$ cat config.mk
export PLATFORM = sky130hd
export DESIGN_NAME = booth_mul4
export DESIGN_NICKNAME = d
export VERILOG_FILES = /design/src/rtl/booth_mul4.sv
export SDC_FILE = /design/constraint.sdc
export NUM_CORES = 1
export LEC_CHECK = 0
export BUFFER_PORTS_ARGS = -buffer_cell sky130_fd_sc_hd__buf_4
export CORE_MARGIN = 2
export CORE_UTILIZATION = 52
export CTS_BUF_LIST = sky130_fd_sc_hd__clkbuf_2
export CTS_CLUSTER_SIZE = 10
export DETAILED_ROUTE_END_ITERATION = 10
export HOLD_SLACK_MARGIN = 0.1
export PLACE_DENSITY_LB_ADDON = 0.1
export SYNTH_ARGS = -nofsm -noshare
export SYNTH_HDL_FRONTEND = slang
export SYNTH_SLANG_ARGS = --single-unit
$ cat constraint.sdc
create_clock -name clk -period 1.81 [get_ports clk]
set_input_delay 0.4525 -clock clk [delete_from_list [all_inputs] [get_ports clk]]
set_output_delay 0.4525 -clock clk [all_outputs]
set_load 0.01 [all_outputs]
$ cat src/rtl/booth_mul4.sv
// Sequential radix-2 Booth multiplier, signed N x N -> 2N, one Booth step per cycle.
// Latency N cycles from the start edge to done; start is ignored while busy. Define BOOTH_MUL_FLAGS_EN to add the Z/V flag outputs.
module booth_mul4 #(
    parameter int N = 4
) (
    input  logic           clk,
    input  logic           reset,
    input  logic           start,
    input  logic [N-1:0]   A,
    input  logic [N-1:0]   B,
    output logic [2*N-1:0] P,
    output logic           busy,
`ifdef BOOTH_MUL_FLAGS_EN
    output logic           Z,
    output logic           V,
`endif
    output logic           done
);

    localparam int CW = $clog2(N + 1);
    localparam logic [CW-1:0] CNT_ONE  = CW'(1);
    localparam logic [CW-1:0] CNT_LOAD = CW'(N);

    localparam logic [1:0] ST_IDLE = 2'd0;
    localparam logic [1:0] ST_CALC = 2'd1;
    localparam logic [1:0] ST_DONE = 2'd2;

    logic [1:0]     state_q, state_d;
    logic [N:0]     ac_q, ac_d;
    logic [N-1:0]   q_q, q_d;
    logic           q1_q, q1_d;
    logic [N:0]     mr_q, mr_d;
    logic [CW-1:0]  cnt_q, cnt_d;
    logic [2*N-1:0] p_q, p_d;
    logic           z_q, z_d;
    logic           v_q, v_d;

    logic           sub;
    logic [N:0]     sum;
    logic [N:0]     ac_sel;
    logic [N:0]     ac_n;
    logic [N-1:0]   q_n;
    logic [2*N-1:0] prod;
    logic [N:0]     prod_top;

    // Add/subtract datapath: subtract is MR inverted with carry-in 1.
    always_comb begin
        sub    = q_q[0] & ~q1_q;
        sum    = ac_q + (mr_q ^ {(N+1){sub}}) + {{N{1'b0}}, sub};
        ac_sel = (q_q[0] ^ q1_q) ? sum : ac_q;
        ac_n   = {ac_sel[N], ac_sel[N:1]};
        q_n    = {ac_sel[0], q_q[N-1:1]};
        prod   = {ac_n[N-1:0], q_n};
        prod_top = prod[2*N-1:N-1];
    end

    always_comb begin
        state_d = state_q;
        ac_d    = ac_q;
        q_d     = q_q;
        q1_d    = q1_q;
        mr_d    = mr_q;
        cnt_d   = cnt_q;
        p_d     = p_q;
        z_d     = z_q;
        v_d     = v_q;
        case (state_q)
            ST_IDLE, ST_DONE: begin
                if (start) begin
                    ac_d    = '0;
                    q_d     = B;
                    q1_d    = 1'b0;
                    mr_d    = {A[N-1], A};
                    cnt_d   = CNT_LOAD;
                    state_d = ST_CALC;
                end else begin
                    state_d = ST_IDLE;
                end
            end
            ST_CALC: begin
                ac_d  = ac_n;
                q_d   = q_n;
                q1_d  = q_q[0];
                cnt_d = cnt_q - CNT_ONE;
                if (cnt_q == CNT_ONE) begin
                    p_d     = prod;
                    z_d     = (prod == '0);
                    v_d     = ~((&prod_top) | ~(|prod_top));
                    state_d = ST_DONE;
                end
            end
            default: state_d = ST_IDLE;
        endcase
    end

    always_ff @(posedge clk) begin
        if (reset) begin
            state_q <= ST_IDLE;
            ac_q    <= '0;
            q_q     <= '0;
            q1_q    <= 1'b0;
            mr_q    <= '0;
            cnt_q   <= '0;
            p_q     <= '0;
            z_q     <= 1'b1;
            v_q     <= 1'b0;
        end else begin
            state_q <= state_d;
            ac_q    <= ac_d;
            q_q     <= q_d;
            q1_q    <= q1_d;
            mr_q    <= mr_d;
            cnt_q   <= cnt_d;
            p_q     <= p_d;
            z_q     <= z_d;
            v_q     <= v_d;
        end
    end

    assign P    = p_q;
    assign busy = (state_q == ST_CALC);
    assign done = (state_q == ST_DONE);
`ifdef BOOTH_MUL_FLAGS_EN
    assign Z = z_q;
    assign V = v_q;
`else
    logic unused_flags;
    assign unused_flags = z_q ^ v_q;
`endif

endmodule
==> results.sh <==
export IMPL_path_class="reg -> reg"
export IMPL_holdBufCountCts=0
export IMPL_grt_pass1_wl_mm=4.48
export IMPL_yosysSeqAreaShare=0.415
export IMPL_cts_buffer_depth=2
export IMPL_synth_ff_type="dfxtp_1"
export IMPL_vias_per_cell=5.38
export IMPL_initialDrtViolationCount=21
export IMPL_final_cells=197
export IMPL_rsz0062_at_grt="true"
export IMPL_drv_slew=0
export IMPL_ys_types=33
export IMPL_num_io_pins=21
export IMPL_setup_ws_ns=-0.0601
export IMPL_seq_power_share=0.494
export IMPL_routabilityCongestion=0.744
export IMPL_p_sw_frac=0.276
export IMPL_clock_root_buffer="clkbuf_2"
export IMPL_worstHoldPathType="in -> reg"
export IMPL_maxCapViolations=0
export IMPL_firstDrtPassIters=4
export IMPL_layout_drive_gt1_share=0.278
export IMPL_finalCriticalPeriod_ns=1.87
export IMPL_yosysTopAreaCell="dfxtp_1"
export IMPL_crit_path_max_fanout=4
export IMPL_yosys_area_top_type_share=0.415
export IMPL_hold_viol_final=0
export IMPL_yosys_area_share_simple=0.227
export IMPL_die_width_um=53.1
export IMPL_synthTopCellsByArea="dfxtp_1 (41%), nand2_1 (8.7%), ha_1 (7.0%)"
export IMPL_area_growth_synth_to_final_pct=23.7
export IMPL_post_cts_setup_buffers=0
export IMPL_grt_pass1_vias=1022
export IMPL_antenna_found_initial=0
export IMPL_finalPower_uw=1280
export IMPL_worst_pin_slew_ns=0.439
export IMPL_async_flop_share=0
export IMPL_grt_use_total=0.220
export IMPL_syn_avg_cell_area_sq_um=8.31
export IMPL_max_freq_mhz=535
export IMPL_numClockSinks=26
export IMPL_p_comb_frac=0.221
export IMPL_dr_total_vias=1060
export IMPL_ys_ff_latch=26
export IMPL_clk_latency_ns=0.35
export IMPL_die_height_um=53.1
export IMPL_overflow=0
export IMPL_switching_power_uw=354
export IMPL_finalNetCount=189
export IMPL_setup_viol=6
export IMPL_place_port_buffers=20
export IMPL_start_util=0.557
export IMPL_p_leak_uw=0.000630
export IMPL_synth_edf_count=0
export IMPL_cts_tree="yes"
export IMPL_synth_xor_area_frac=0.0489
export IMPL_rows=17
export IMPL_p_clk_frac=0.285
export IMPL_synth_compound_area_share=0.155
export IMPL_powerDensity_mw_per_mm2=826
export IMPL_clk_pin_slew_ns=0.24
export IMPL_yosysWarnings=0
export IMPL_htreeDepth=1
export IMPL_synth_top_family_by_area="simple AND/OR/NAND/NOR gates"
export IMPL_syn_inst=151
export IMPL_outcome="finished with violations"
export IMPL_p_int_uw=929
export IMPL_critPathArrivalTime_ns=2.19
export IMPL_core_sq_mm=0.00225
export IMPL_grt_max_degree=28
export IMPL_dp_hpwl_mm=1.99
export IMPL_synth_top_cells_by_count="nand2_1 (29), dfxtp_1 (26), nor2_1 (20)"
export IMPL_endpoint_kind="flip-flop"
export IMPL_synth_area_mux_share=0.0199
export IMPL_numCtsBuffers=3
export IMPL_synth_most_common_cell="nand2_1"
export IMPL_synth_fa_ha_area_frac=0.0857
export IMPL_drc=0
export IMPL_synth_fp_nets=170
export IMPL_finalCritPeriodShare=1.03
export IMPL_syn_cell_area_sq_mm=0.00125
export IMPL_finalClockSkew_ns=0.000876
export IMPL_diodes=0
export IMPL_dieArea_sq_mm=0.00282
export IMPL_drt_total_wl_mm=2.67
export IMPL_wl_per_cell_um=13.5
export IMPL_relSlewSlack=0.706
export IMPL_startpoint_type="flip-flop"
export IMPL_required_ns=2.13
export IMPL_peakVddDrop_mv=0.576
export IMPL_ant_nets=0
export IMPL_dp_cells=193
export IMPL_violations="negative setup slack"
==> cell type report <==
class / count / area (sq um)
clock inverter: 1 / 30.0
timing repair buffer: 23 / 173
fill: 191 / 702
inverter: 5 / 18.8
multi-input combinational: 111 / 756
tap: 28 / 35.0
clock buffer: 3 / 15.0
sequential: 26 / 526
==> registers in the layout, indices dropped and copies added, names as in the netlist <==
register	cells
q_q	4
ac_q	4
mr_q	4
P	8
state_q	2
q1_q	1
cnt_q	3
==> metrics by stage <==
| stage | utilization | worst slack [ns] | TNS (ns) | instance area, sq um | hold WS (ns) |
|---|---|---|---|---|---|
| 2_1_floorplan | - | 0.0765 | 0 | 1270 | 0.445 |
| 3_3_place_gp | 0.635 | -0.0396 | -0.0742 | 1430 | 0.443 |
| 3_5_place_dp | 0.635 | -0.128 | -0.493 | 1430 | 0.451 |
| 4_1_cts | 0.666 | -0.0651 | -0.171 | 1500 | 0.303 |
| 5_1_grt | 0.689 | -0.138 | -0.746 | 1550 | 0.281 |
| 6_report | 0.689 | -0.0601 | -0.187 | 1550 | 0.301 |
==> power by group through the flow <==
| stage | Clock (uW) | Combinational, uW | Sequential (uW) |
|---|---|---|---|
| after floorplan | 0 | 178 | 637 |
| after global placement | 0 | 237 | 640 |
| after detailed placement | 0 | 250 | 642 |
| after CTS | 368 | 256 | 633 |
| after global routing | 394 | 313 | 638 |
| final | 365 | 284 | 633 |
==> critical path: stages (launching register included) <==
cell and delay, ns:
dfxtp_2 0.39, inv_2 0.04, ha_4 0.17, mux2_4 0.29
fa_2 0.37, xnor2_2 0.15, o21ai_2 0.18, nand2_1 0.09
a21oi_2 0.14
==> repair_timing <==
item / 4_1_cts / 5_1_grt
resized for setup: 7 / 8
setup endpoints to repair: 7 / 8
pin swaps: 8 / 6
==> routing by layer <==
layer	routed length, um	GRT usage	vias to the layer above
li1	-	-	540
met1	1170	0.266	481
met2	1300	0.398	34
met3	157	0.0339	5
met4	42	0.0641	0
met5	0	0	-
==> cell families after synthesis <==
| logic type | Yosys count |
|---|---|
| mux | 2 |
| xor+xnor | 7 |
| flops | 26 |
| simple gates | 64 |
| buf+inv | 14 |
| fa+ha+maj | 8 |
| compound gates | 30 |
==> placed cells by master (no fill, tap or decap), types with 3 or more instances in the layout <==
| master | synthesis | layout |
|---|---|---|
| buf_4 | 1 | 23 |
| clkbuf_2 | 1 | 3 |
| nand2b_1 | 5 | 5 |
| xor2_2 | 0 | 3 |
| nand2_1 | 29 | 29 |
| a311oi_1 | 4 | 4 |
| inv_1 | 4 | 3 |
| a21oi_1 | 15 | 14 |
| nor2b_1 | 4 | 4 |
| nor2_1 | 20 | 20 |
| dfxtp_1 | 26 | 24 |
| ha_1 | 7 | 5 |
==> final timing paths <==
check / startpoint / endpoint / slack, ns / depth (start not counted)
setup reg to reg: q1_q / P[5] / -0.06 / 8
setup / recovery: q1_q / P[5] / -0.06 / 8
hold / removal: A[2] / mr_q[2] / 0.30 / 3
hold reg to reg: P[7] / P[7] / 0.48 / 2
Note: power is estimated with default switching activity, not from simulation.
